[src/rtl/riscv_pkg.sv]
// Shared encodings for the multicycle RISC-V control path: FSM states, opcodes,
// datapath select codes and the per-state Moore control word.
package riscv_pkg;

    typedef enum logic [3:0] {
        S_FETCH    = 4'd0,
        S_DECODE   = 4'd1,
        S_MEMADR   = 4'd2,
        S_MEMREAD  = 4'd3,
        S_MEMWB    = 4'd4,
        S_MEMWRITE = 4'd5,
        S_EXECUTER = 4'd6,
        S_EXECUTEI = 4'd7,
        S_ALUWB    = 4'd8,
        S_BRANCH   = 4'd9,
        S_JAL      = 4'd10,
        S_JALR     = 4'd11,
        S_JALRLINK = 4'd12,
        S_LUI      = 4'd13,
        S_AUIPC    = 4'd14
    } state_t;

    localparam logic [6:0] OP_LOAD   = 7'b0000011;
    localparam logic [6:0] OP_STORE  = 7'b0100011;
    localparam logic [6:0] OP_R      = 7'b0110011;
    localparam logic [6:0] OP_I      = 7'b0010011;
    localparam logic [6:0] OP_BRANCH = 7'b1100011;
    localparam logic [6:0] OP_JAL    = 7'b1101111;
    localparam logic [6:0] OP_JALR   = 7'b1100111;
    localparam logic [6:0] OP_LUI    = 7'b0110111;
    localparam logic [6:0] OP_AUIPC  = 7'b0010111;

    localparam logic [1:0] RES_ALUOUT = 2'b00;
    localparam logic [1:0] RES_RDATA  = 2'b01;
    localparam logic [1:0] RES_ALURES = 2'b10;

    localparam logic [1:0] A_PC    = 2'b00;
    localparam logic [1:0] A_OLDPC = 2'b01;
    localparam logic [1:0] A_RS1   = 2'b10;
    localparam logic [1:0] A_ZERO  = 2'b11;

    localparam logic [1:0] B_RS2  = 2'b00;
    localparam logic [1:0] B_IMM  = 2'b01;
    localparam logic [1:0] B_FOUR = 2'b10;

    localparam logic [1:0] ALU_ADD   = 2'b00;
    localparam logic [1:0] ALU_SUB   = 2'b01;
    localparam logic [1:0] ALU_FUNCT = 2'b10;

    // fetch marks FETCH, whose ir_write/pc_update are qualified by mem_ready.
    typedef struct packed {
        logic       fetch;
        logic       pc_update;
        logic       branch;
        logic       reg_write;
        logic       mem_write;
        logic       adr_src;
        logic [1:0] result_src;
        logic [1:0] alu_src_a;
        logic [1:0] alu_src_b;
        logic [1:0] alu_op;
    } ctrl_t;

    function automatic ctrl_t ctrl_of(state_t s);
        ctrl_t c;
        c = '0;
        case (s)
            S_FETCH: begin
                c.fetch      = 1'b1;
                c.alu_src_a  = A_PC;
                c.alu_src_b  = B_FOUR;
                c.alu_op     = ALU_ADD;
                c.result_src = RES_ALURES;
            end
            S_DECODE: begin
                c.alu_src_a = A_OLDPC;
                c.alu_src_b = B_IMM;
                c.alu_op    = ALU_ADD;
            end
            S_MEMADR: begin
                c.alu_src_a = A_RS1;
                c.alu_src_b = B_IMM;
                c.alu_op    = ALU_ADD;
            end
            S_MEMREAD: begin
                c.adr_src    = 1'b1;
                c.result_src = RES_ALUOUT;
            end
            S_MEMWB: begin
                c.result_src = RES_RDATA;
                c.reg_write  = 1'b1;
            end
            S_MEMWRITE: begin
                c.adr_src    = 1'b1;
                c.result_src = RES_ALUOUT;
                c.mem_write  = 1'b1;
            end
            S_EXECUTER: begin
                c.alu_src_a = A_RS1;
                c.alu_src_b = B_RS2;
                c.alu_op    = ALU_FUNCT;
            end
            S_EXECUTEI: begin
                c.alu_src_a = A_RS1;
                c.alu_src_b = B_IMM;
                c.alu_op    = ALU_FUNCT;
            end
            S_ALUWB: begin
                c.result_src = RES_ALUOUT;
                c.reg_write  = 1'b1;
            end
            S_BRANCH: begin
                c.alu_src_a  = A_RS1;
                c.alu_src_b  = B_RS2;
                c.alu_op     = ALU_SUB;
                c.result_src = RES_ALUOUT;
                c.branch     = 1'b1;
            end
            S_JAL: begin
                c.alu_src_a  = A_OLDPC;
                c.alu_src_b  = B_FOUR;
                c.alu_op     = ALU_ADD;
                c.result_src = RES_ALUOUT;
                c.pc_update  = 1'b1;
            end
            S_JALR: begin
                c.alu_src_a  = A_RS1;
                c.alu_src_b  = B_IMM;
                c.alu_op     = ALU_ADD;
                c.result_src = RES_ALURES;
                c.pc_update  = 1'b1;
            end
            S_JALRLINK: begin
                c.alu_src_a = A_OLDPC;
                c.alu_src_b = B_FOUR;
                c.alu_op    = ALU_ADD;
            end
            S_LUI: begin
                c.alu_src_a = A_ZERO;
                c.alu_src_b = B_IMM;
                c.alu_op    = ALU_ADD;
            end
            S_AUIPC: begin
                c.alu_src_a = A_OLDPC;
                c.alu_src_b = B_IMM;
                c.alu_op    = ALU_ADD;
            end
            default: c = '0;
        endcase
        return c;
    endfunction

endpackage

[src/rtl/main_fsm.sv]
// Multicycle control FSM: sequences fetch/decode/execute/memory/writeback and
// drives every datapath enable and select from a registered control word.
module main_fsm
    import riscv_pkg::*;
(
    input  logic       clk,
    input  logic       reset,
    input  logic [6:0] op,
    input  logic       mem_ready,
    output logic       pc_update,
    output logic       branch,
    output logic       ir_write,
    output logic       reg_write,
    output logic       mem_write,
    output logic       adr_src,
    output logic [1:0] result_src,
    output logic [1:0] alu_src_a,
    output logic [1:0] alu_src_b,
    output logic [1:0] alu_op,
    output logic       illegal_instr
);

    state_t state_q, state_d;
    ctrl_t  ctrl_q;
    logic   op_illegal;

    always_comb begin
        // NOTE: defaults first so no path through the case leaves a latch behind.
        state_d    = S_FETCH;
        op_illegal = 1'b0;
        case (state_q)
            S_FETCH:  state_d = mem_ready ? S_DECODE : S_FETCH;
            S_DECODE: begin
                case (op)
                    OP_LOAD, OP_STORE: state_d = S_MEMADR;
                    OP_R:              state_d = S_EXECUTER;
                    OP_I:              state_d = S_EXECUTEI;
                    OP_BRANCH:         state_d = S_BRANCH;
                    OP_JAL:            state_d = S_JAL;
                    OP_JALR:           state_d = S_JALR;
                    OP_LUI:            state_d = S_LUI;
                    OP_AUIPC:          state_d = S_AUIPC;
                    default: begin
                        state_d    = S_FETCH;
                        op_illegal = 1'b1;
                    end
                endcase
            end
            S_MEMADR:   state_d = (op == OP_LOAD) ? S_MEMREAD : S_MEMWRITE;
            S_MEMREAD:  state_d = mem_ready ? S_MEMWB : S_MEMREAD;
            S_MEMWRITE: state_d = mem_ready ? S_FETCH : S_MEMWRITE;
            S_EXECUTER, S_EXECUTEI, S_JAL, S_JALRLINK, S_LUI, S_AUIPC:
                        state_d = S_ALUWB;
            S_JALR:     state_d = S_JALRLINK;
            default:    state_d = S_FETCH;
        endcase
    end

    // The control word is registered alongside the state from the same next-state
    // value, so it always equals the decode of state_q without a comb decoder.
    always_ff @(posedge clk or posedge reset) begin
        // NOTE: non-blocking assignments so state and control word update together.
        if (reset) begin
            state_q <= S_FETCH;
            ctrl_q  <= ctrl_of(S_FETCH);
        end else begin
            state_q <= state_d;
            ctrl_q  <= ctrl_of(state_d);
        end
    end

    assign pc_update     = !reset && (ctrl_q.pc_update || (ctrl_q.fetch && mem_ready));
    assign ir_write      = !reset && ctrl_q.fetch && mem_ready;
    assign branch        = !reset && ctrl_q.branch;
    assign reg_write     = !reset && ctrl_q.reg_write;
    assign mem_write     = !reset && ctrl_q.mem_write;
    assign illegal_instr = !reset && (state_q == S_DECODE) && op_illegal;
    assign adr_src       = ctrl_q.adr_src;
    assign result_src    = ctrl_q.result_src;
    assign alu_src_a     = ctrl_q.alu_src_a;
    assign alu_src_b     = ctrl_q.alu_src_b;
    assign alu_op        = ctrl_q.alu_op;

endmodule

[config.mk]
export PLATFORM = sky130hd
export DESIGN_NAME = main_fsm
export DESIGN_NICKNAME = d
export VERILOG_FILES = /design/src/rtl/riscv_pkg.sv /design/src/rtl/main_fsm.sv
export SDC_FILE = /design/constraint.sdc
export NUM_CORES = 1
export LEC_CHECK = 0
export CORE_MARGIN = 5
export CORE_UTILIZATION = 35
export CTS_CLUSTER_DIAMETER = 50
export DETAILED_ROUTE_END_ITERATION = 8
export REMOVE_ABC_BUFFERS = 1
export SLEW_MARGIN = 25
export SYNTH_ARGS = -nofsm -noshare
export SYNTH_HDL_FRONTEND = slang
export SYNTH_SLANG_ARGS = --single-unit
[constraint.sdc]
create_clock -name clk -period 6 [get_ports clk]
set_clock_uncertainty 0.15 [all_clocks]
set_input_delay 0.6 -clock clk [delete_from_list [all_inputs] [get_ports clk]]
set_output_delay 0.6 -clock clk [all_outputs]
set_load 0.03 [all_outputs]
# After elaboration in Yosys (flattened, before gate mapping)
# Index checks and enable logic that the tools add are counted.
dict set report op_classes {
  addsub 0
  n_mul 0
  div 0
  magnitude_cmp 0
  eq_ne 34
  shift 0
  mux 16
  n_bitwise 0
  reduce_logical 23
}
# operator n
set ops {}
lappend ops {{4-bit equality test (second input constant)} 12}
lappend ops {{6-bit case mux with 8 select lines} 1}
lappend ops {{4-bit case mux with 8 select lines} 1}
lappend ops {{4-bit by 3-bit equality test with 1-bit output (second input constant)} 7}
lappend ops {{4-bit case mux with 7 select lines} 1}
lappend ops {{7-bit by 6-bit equality test with 1-bit output (second input constant)} 3}
lappend ops {{7-bit equality test (second input constant)} 3}
lappend ops {{4-bit by 2-bit equality test with 1-bit output (second input constant)} 4}
lappend ops {{2-bit OR reduction} 8}
lappend ops {{7-bit by 5-bit equality test with 1-bit output (second input constant)} 2}
lappend ops {{1-bit logical AND} 9}
lappend ops {{1-bit 2-to-1 mux} 9}
lappend ops {{3-bit 2-to-1 mux} 3}
lappend ops {{9-bit OR reduction} 1}
lappend ops {{4-bit by 1-bit equality test with 1-bit output (second input constant)} 2}
lappend ops {{4-bit zero test} 2}
lappend ops {{7-bit by 2-bit equality test with 1-bit output (second input constant)} 1}
lappend ops {{6-bit OR reduction} 1}
lappend ops {{2-bit case mux with 2 select lines} 1}
lappend ops {{1-bit zero test} 1}
lappend ops {{1-bit logical OR} 1}
dict set report word_totals {
  regBits 18
  latchBits 0
  ram_bits 0
  rom_bits 0
  inputBits 10
  out_inout_bits 15
  elab_cells 84
  memories 0
}

# Depth between registers and ports, before layout
# Gate-level depths: netlist of the first run.
dict set report logic_depth {
  ltp_word 7
  mapped_depth 9
  depth_no_buf 7
}

# Worst setup path before layout of the first run
# Ideal clock, no wire load.
dict set report synth_path {
  path_kind {input to output}
  start {input op[4]}
  end {output illegal_instr}
  arrival_time_ns 1.789
  required_time_ns 5.250
  setup_slack_ns 3.461
  cell_stages 5
  cell_sequence {inv_1 a21boi_0 o21a_1 o21ai_0 a311oi_1}
}
dict set report synth_between {
  elab_chain_len 5
  word_cells_on_any_way 13
  classes_between {eq/ne: 9; mux: 2; reduce/logical: 2}
}
# item line_no
set synth_rtl {}
lappend synth_rtl {{start: declaration} main_fsm.sv:8} ;# input logic [6:0] op,
lappend synth_rtl {{7-bit by 2-bit equality test with 1-bit output, or another cell as far along} main_fsm.sv:34} ;# case (op)
lappend synth_rtl {{9-bit OR reduction (no source line) *} --}
lappend synth_rtl {{1-bit 2-to-1 mux *} main_fsm.sv:34}
lappend synth_rtl {{1-bit 2-to-1 mux *} main_fsm.sv:31} ;# case (state_q)
lappend synth_rtl {{1-bit logical AND *} main_fsm.sv:77} ;# assign illegal_instr = !reset && (state_q == S_DECODE) && op_illegal;
lappend synth_rtl {{end: declaration} main_fsm.sv:20} ;# output logic illegal_instr
# Mark *: on every way between the ends. The rest lies on a longest branch, timed or not.

# Worst setup path after layout of the first run
dict set report layout_path {
  start {input reset}
  end {output pc_update}
}
dict set report layout_between {
  elab_chain_len 2
}
# item line_no
set layout_rtl {}
lappend layout_rtl {{start: declaration} main_fsm.sv:7} ;# input logic reset,
lappend layout_rtl {{1-bit zero test} main_fsm.sv:72} ;# assign pc_update = !reset && (ctrl_q.pc_update || (ctrl_q.fetch && mem_ready));
lappend layout_rtl {{1-bit logical AND} main_fsm.sv:72}
lappend layout_rtl {{end: declaration} main_fsm.sv:10} ;# output logic pc_update,
# Every way passes these cells.

==> results of run 1 <==
[metal layers]
| metal | global-route usage, % | vias up |
|---|---|---|
| met5 | 0 | - |
| met4 | 4.57 | 0 |
| met3 | 2.04 | 5 |
| met2 | 20.4 | 20 |
| met1 | 15.3 | 437 |
| li1 | - | 448 |
[power by group through the flow]
stage	logic [mW]	registers, mW	clock network (mW)
after detailed placement	0.0742	0.141	0
after CTS	0.0746	0.139	0.0645
final	0.0740	0.139	0.0617
after global placement	0.0735	0.140	0
after global routing	0.0803	0.141	0.0711
after floorplan	0.0351	0.150	0
[critical path, delay by kind of cell]
kind	cells	cell delay [ns]
compound gates	1	0.09
buf+inv	3	1.68
simple gates	1	0.28
[area by class of cell]
class | count | share of cell area (%)
Clock buffer | 4 | 1.97
Sequential cell | 18 | 34.1
Multi-Input combinational cell | 83 | 40.3
Inverter | 5 | 1.41
Tap cell | 44 | 4.14
Timing Repair Buffer | 24 | 18.0
[flip-flops by register name, summed over array words and instances, names as in the netlist]
signal / cells
ctrl_q: 5
alu_op: 2
alu_src_b: 2
state_q: 4
adr_src: 1
alu_src_a: 2
result_src: 2
[worst paths after layout]
kind / startpoint / slack [ns] / endpoint
setup / recovery: reset / 2.59 / pc_update
hold / removal: state_q[2] / 0.53 / alu_src_b[1]
setup reg to reg: state_q[2] / 3.39 / alu_src_a[0]
hold reg to reg: state_q[2] / 0.53 / alu_src_b[1]
max in group asynchronous: reset / 4.58 / state_q[3]
min in group asynchronous: reset / 0.68 / adr_src
[metrics by stage]
stage               util (%)  std cells
global route            44.0        178
floorplan                  -        106
global placement        43.1        174
CTS                     44.0        178
finish                  44.0        178
detailed placement      43.1        174
[logic make-up (layout without fill, tap and decap cells)]
family                    after synthesis  count (layout)  share of synthesized area, %
and+or+nand+nor                        50              50                          24.4
xor gates and xnor gates                4               4                          3.18
muxes                                   1               1                          1.02
AOI/OAI and AO/OA                      28              28                          20.1
DFF                                    18              18                          41.2
buffers and inverters                  21              33                          10.2
[cell usage in the layout (no fill, tap or decap), drive strengths merged, types with 2 or more instances in the layout]
master,count
o21ai,8
clkbuf,4
o221ai,3
inv,4
and3,2
dfrtp,15
or2,2
nor2,11
clkdlybuf4s50,24
nor3,4
a21o,2
a21oi,2
a211o,2
xnor2,3
nor2b,3
a211oi,3
or4b,2
nand2b,4
dfstp,3
nand3,6
nand2,8
==> reports/results.txt, run 1 <==
Post-DP HPWL = 1850 µm
Fmax = 293 MHz
Area post-placement = 0.00131 mm²
CTS Root Cell = clkbuf_4
Net Switching = 0.0854 mW
Gates resized, CTS repair = 0
Setup Fix Bufs, Post-CTS = 0
Synth cell types = 45
Final hold violations = 0
Seq pwr share = 50.5%
Area occupied by multi-input gates = 537 µm²
Post-synthesis async set-or-reset flop share = 100%
Worst-Skew Late Latency = 0.29 ns
Highest routed layer = met4
Post-synth top area cell = dfrtp_1
Hold WC Path Type = reg -> reg
CP arrival = 2.66 ns
Gate power share = 27.0%
Ratio of final minimum period to clock period = 56.9%
Met3 WL = 103 µm
Area contributors post-synth = dfrtp_1 (34%), dfstp_2 (7.1%), buf_4 (5.4%)
Largest net degree at the start of global routing = 21
Met2 wire length = 1240 µm
Antenna violations before repair = 0
Post-route setup slack = 2.59 ns
Most instantiated library cell after synthesis = dfrtp_1
Vias in the first global route = 837
Maximum VDD drop = 0.0632 mV
Cts hold-fix bufs = 0
Final Instance Area = 0.00133 mm²
Routability cong. = 0.782
Iteration-0 DRC Markers = 39
Port Buffers = 24
P_int = 0.189 mW
FF+latch area = 454 µm²
Commonest cells in the netlist = dfrtp_1 (15), nor2_1 (11), buf_4 (8), nand2_1 (8), o21ai_0 (8)
Setup TNS = 0 ns
Path depth of the worst reg2reg path = 7
Crit-path max cell delay = 0.66 ns
GR Util All Layers = 12.1%
Total CTS buffers = 3
Number of synthesized flops with an enable pin = 0
Drt wl/cell = 13.6 µm
RSZ-0062 raised after global routing = false
Worst Hold Path Cells = 1
Avg Synthesized Cell Area = 9.05 µm²
Setup violations, final = 0
Post-synthesis sequential area ratio = 41.2%
Post-synthesis cell area = 0.00110 mm²
Crit Path Max Fanout = 20
Hold WS = 0.531 ns
Slowest CP cell = clkdlybuf4s50_1
CP cell instances = clkdlybuf4s50_1 -> inv_1 -> and3_1 -> a21o_1 -> clkdlybuf4s50_1
FF+latch count, synth = 18
Share of layout cells above drive strength 1 = 10.4%
DR pass1 iterations = 4
Die area = 0.00438 mm²
Top cell by count, worst path = clkdlybuf4s50_1
Main synth FF type = dfrtp_1
WP data required = 5.25 ns
Slew headroom = 50.2%
Total Wirelength = 2430 µm
Max_cap viols = 0
Core area = 0.00303 mm²
N_diodes = 0
Post-route ant nets = 0
TritonCTS clock tree = yes
Power per Cell Area = 206 mW/mm²
Vias per Instance = 5.11
Crit end category = output pin
Vias post-DR = 910
Post-Place Worst Slack = 2.53 ns
Initial Util = 36.4%
Fillers = 294
Clk pwr share = 22.5%
Nets@finish = 145
Status = finished, final reports clean
Crit start category = input pin
Top-area cell type share of the netlist area = 34.0%
Yosys Warn Count = 0
Slew Viols, Final = 0
Total gr overflow = 0
Die Ht = 66.2 µm
Post-layout total power = 0.274 mW
Clock-pin slew on the worst setup and hold paths = 0.10 ns
DRT met1 WL = 1040 µm
Area Overhead vs Synth = 20.6%
Post-route DRC violation count = 0
Critical path class = in -> out
Switch share = 31.1%
Post-Syn Instances = 122
First-pass GRT wire length = 4070 µm
Num ports = 25
CTS Buffer Depth = 2
Min Tclk post-route = 3.41 ns
Die X = 66.2 µm
Worst-Margin Slew = 0.742 ns
H-tree depth = 1
Row cnt = 20
Static leakage = 0.545 nW
Clk sinks = 18
Note: power is estimated with default switching activity, not from simulation.
==> run 2, diff against run 1 <==
==> constraint.sdc (replaced) <==
create_clock -name clk -period 3.55 [get_ports clk]
set_clock_uncertainty 0.15 [all_clocks]
set_input_delay 0.355 -clock clk [delete_from_list [all_inputs] [get_ports clk]]
set_output_delay 0.355 -clock clk [all_outputs]
set_load 0.03 [all_outputs]
==> run 2 against run 1 <==
  * Clock-buffer cell count did not move
  * Utilization rose by 0.83 points
  * Worst hold slack got worse by 0.26 ns
  * Combinational power rose by 72%
  * Die area did not move
  * Cell count rose by 1.1%
  * Critical endpoint is now illegal_instr
  * Largest cell class unchanged
==> reports/results.txt, run 2 (synthesis gave the netlist of run 1 again) <==
Worst-Margin Slew = 0.492 ns
Largest net degree at the start of global routing = 15
Min Tclk post-route = 2.94 ns
Crit path from = state_q[0]
Fillers = 303
Crit Path Max Fanout = 11
Post-route DRC violation count = 0
Area occupied by multi-input gates = 537 µm²
Clock-pin slew on the worst setup and hold paths = 0.09 ns
WP data required = 3.04 ns
Status = finished, final reports clean
H-tree depth = 1
Static leakage = 0.560 nW
Post-DP HPWL = 1750 µm
Maximum VDD drop = 0.162 mV
Slew headroom = 66.9%
CP arrival = 2.44 ns
N_diodes = 0
Share of layout cells above drive strength 1 = 12.5%
Final hold violations = 0
Post-route ant nets = 0
Largest registers = ctrl_q (5), state_q (4)
GR Util All Layers = 11.9%
Die Ht = 66.2 µm
Post-route setup slack = 0.609 ns
Iteration-0 DRC Markers = 50
Area Overhead vs Synth = 22.9%
Crit start category = register
Row cnt = 20
First-pass GRT wire length = 4010 µm
Routability cong. = 0.819
RSZ-0062 raised after global routing = false
Vias per Instance = 5.08
Post-Place Worst Slack = 0.670 ns
Hold WC Path Type = in -> async
Most flop-heavy register = ctrl_q
Final core occ = 44.8%
Most common cell after layout, fill and taps aside = clkdlybuf4s50_1
Hold WS = 0.269 ns
Max_cap viols = 0
Num ports = 25
Port Buffers = 24
Total gr overflow = 0
Nets@finish = 147
RR Startpoint = state_q[0]
Power per Cell Area = 356 mW/mm²
Ratio of final minimum period to clock period = 82.8%
Initial Util = 36.4%
Drt wl/cell = 12.7 µm
Most frequent cells in the layout = clkdlybuf4s50_1 (24), dfrtp_1 (15), nor2_1 (11)
CTS Root Cell = clkbuf_4
Worst-Skew Late Latency = 0.29 ns
Post-layout total power = 0.482 mW
DR pass1 iterations = 4
Setup Fix Bufs, Post-CTS = 0
Antenna violations before repair = 0
TritonCTS clock tree = yes
Slew Viols, Final = 0
CTS Buffer Depth = 2
Critical path class = reg -> out
Total Wirelength = 2290 µm
Setup violations, final = 0
Max FFs per register = 5
Clk sinks = 18
FF+latch area = 454 µm²
Crit end category = output pin
Cts hold-fix bufs = 0
Setup TNS = 0 ns
Vias post-DR = 914
Die X = 66.2 µm
Total CTS buffers = 3
Core area = 0.00303 mm²
Die area = 0.00438 mm²
Vias in the first global route = 888
Fmax = 340 MHz
Gates resized, CTS repair = 0
## run 2: path summary, 6_finish.rpt
kind / to / slack [ns] / depth (start not counted)
max: illegal_instr / 0.61 / 3
min: result_src[0] / 0.27 / 2
max reg2reg: alu_src_a[0] / 0.95 / 7
min reg2reg: result_src[0] / 0.54 / 2
max in group asynchronous: result_src[1] / 2.48 / 3
min in group clk: result_src[0] / 0.54 / 2
## run 2: critical path, stage by stage, from the launching register on
cell	delay (ns)
dfrtp_1	0.59
or4b_1	0.56
a311oi_1	0.28
clkdlybuf4s50_1	0.72
## run 2: layout make-up
type / instances / area share (%)
Inverter: 5 / 1.38
Sequential cell: 18 / 33.5
Multi-Input combinational cell: 83 / 39.6
Clock buffer: 4 / 2.68
Tap cell: 44 / 4.06
Timing Repair Buffer: 26 / 18.8
## run 2: stage by stage
stage | instance area (µm²) | std cells
6_report | 1360 | 180
3_3_place_gp | 1320 | 176
2_1_floorplan | 1010 | 106
3_5_place_dp | 1320 | 176
5_1_grt | 1360 | 180
4_1_cts | 1360 | 180
## run 2: where the power goes
part | internal, mW | switching (mW)
clock network | 0.0625 | 0.0582
registers | 0.223 | 0.0115
logic | 0.0552 | 0.0721
## run 2: layer usage
| layer | routed length, µm | part of all wire, % | GRT usage [%] |
|---|---|---|---|
| met1 | 1020 | 44 | 15.2 |
| met2 | 1120 | 49 | 19.1 |
| met3 | 121 | 5.3 | 2.89 |
| met4 | 31 | 1.4 | 4.57 |
| met5 | 0 | 0 | 0 |
==> run 3, diff against run 2 <==
==> constraint.sdc (replaced) <==
create_clock -name clk -period 2.7 [get_ports clk]
set_clock_uncertainty 0.15 [all_clocks]
set_input_delay 0.27 -clock clk [delete_from_list [all_inputs] [get_ports clk]]
set_output_delay 0.27 -clock clk [all_outputs]
set_load 0.03 [all_outputs]
==> run 3 against run 2 <==
  * Total power grew 35%
  * Global-route usage rose by 0.25 points
  * Critical path depth grew 4
  * Clock power rose by 31%
  * Sequential power increased by 27%
  * First-iteration DRC count is 76% lower
  * Largest cell class unchanged
==> reports/results.txt, run 3 (synthesis gave the netlist of run 1 again) <==
Slew headroom = 77.4%
Crit end category = register
Die Ht = 66.2 µm
DR pass1 iterations = 4
Core area = 0.00303 mm²
Status = finished, final reports clean
Most flop-heavy register = ctrl_q
CTS Buffer Depth = 2
Worst-Skew Late Latency = 0.29 ns
Post-route DRC violation count = 0
Routability cong. = 0.864
Vias in the first global route = 903
Total CTS buffers = 3
RSZ-0062 raised after global routing = false
GR peak layer = met2
Row cnt = 20
Post-layout total power = 0.649 mW
Met2 Use GR = 18.6%
Iteration-0 DRC Markers = 12
Min Tclk post-route = 2.38 ns
Ratio of final minimum period to clock period = 88.0%
Nets@finish = 163
Most frequent cells in the layout = clkdlybuf4s50_1 (22), buf_4 (20), dfrtp_1 (15)
WP data required = 2.75 ns
H-tree depth = 1
Fmax = 421 MHz
Vias post-DR = 959
Setup TNS = 0 ns
Area Overhead vs Synth = 33.3%
Drt wl/cell = 12.2 µm
Largest net degree at the start of global routing = 20
Antenna violations before repair = 0
First-pass GRT wire length = 4150 µm
TritonCTS clock tree = yes
Port Buffers = 24
Num ports = 25
Slew Viols, Final = 0
Post-DP HPWL = 1890 µm
Gates resized, CTS repair = 0
Total gr overflow = 0
Crit-path max cell delay = 0.55 ns
Share of layout cells above drive strength 1 = 23.0%
Max FFs per register = 5
Setup violations, final = 0
N_diodes = 0
CP cell instances = clkdlybuf4s50_1 -> or4_1 -> o41ai_1 -> nand3_1 -> and2_1 -> mux2_2 -> o221ai_1
Clock-pin slew on the worst setup and hold paths = 0.09 ns
Vias per Instance = 4.89
Crit start category = input pin
Hold WS = 0.322 ns
Static leakage = 0.641 nW
Die area = 0.00438 mm²
Setup Fix Bufs, Post-CTS = 0
Critical path class = in -> reg
Crit Path Max Fanout = 8
Post-route setup slack = 0.323 ns
CTS Root Cell = clkbuf_4
Hold WC Path Type = in -> async
Slowest CP cell = or4_1
Largest registers = ctrl_q (5), state_q (4)
CP arrival = 2.42 ns
Final hold violations = 0
GR Util All Layers = 12.1%
Post-Place Worst Slack = 0.0309 ns
Clk sinks = 18
Total Wirelength = 2390 µm
Initial Util = 36.4%
Die X = 66.2 µm
Cts hold-fix bufs = 0
Most common cell after layout, fill and taps aside = clkdlybuf4s50_1
Met3 usage = 3.06%
Worst-Margin Slew = 0.339 ns
Power per Cell Area = 441 mW/mm²
M1 GR Usage = 16.9%
Maximum VDD drop = 0.279 mV
Post-route ant nets = 0
Max_cap viols = 0
==> run 3: changes by cell type in the layout (fill, tap and decap cells not counted) <==
cell             before  now
buf_4                 2   20
clkdlybuf4s50_1      24   22
==> run 3: area by class of cell <==
type	instances	area (µm²)
Multi-Input combinational cell	83	537
Sequential cell	18	454
Tap cell	44	55.1
Clock buffer	4	36.3
Fill cell	283	1560
Inverter	5	18.8
Timing Repair Buffer	42	370
==> run 3: through the flow <==
step,utilization [%],std cells,area (µm²)
2_1_floorplan,-,106,1010
3_5_place_dp,47.4,192,1440
5_1_grt,48.6,196,1470
3_3_place_gp,47.4,192,1440
4_1_cts,48.6,196,1470
6_report,48.6,196,1470
==> run 3: final timing paths <==
check / start / to / slack [ns] / cells after the start
max in group asynchronous: reset / result_src[1] / 1.82 / 3
hold / removal: reset / result_src[0] / 0.32 / 3
hold reg to reg: state_q[2] / alu_src_b[1] / 0.47 / 2
setup / recovery: op[4] / alu_src_a[0] / 0.32 / 7
setup reg to reg: state_q[2] / alu_src_a[0] / 0.38 / 8
min in group clk: state_q[2] / alu_src_b[1] / 0.47 / 2
==> run 3: worst max-delay path: cells and delay by family <==
family                 cells  cell delay (ns)
multiplexers               1             0.29
AO/OA/AOI/OAI              2             0.48
buffers and inverters      1             0.43
AND/OR/NAND/NOR            3             0.96
==> run 3: power by group <==
group | total (mW) | switching, mW | internal [mW] | leakage, nW
logic | 0.193 | 0.108 | 0.0845 | 0.384
registers | 0.298 | 0.00497 | 0.293 | 0.236
clock network | 0.158 | 0.0763 | 0.0822 | 0.0210
==> run 3: layer usage <==
metal / vias to the layer above / wire length [µm]
met5: - / 0
met4: 0 / 34
met3: 4 / 134
met2: 27 / 1090
met1: 447 / 1130
li1: 481 / -
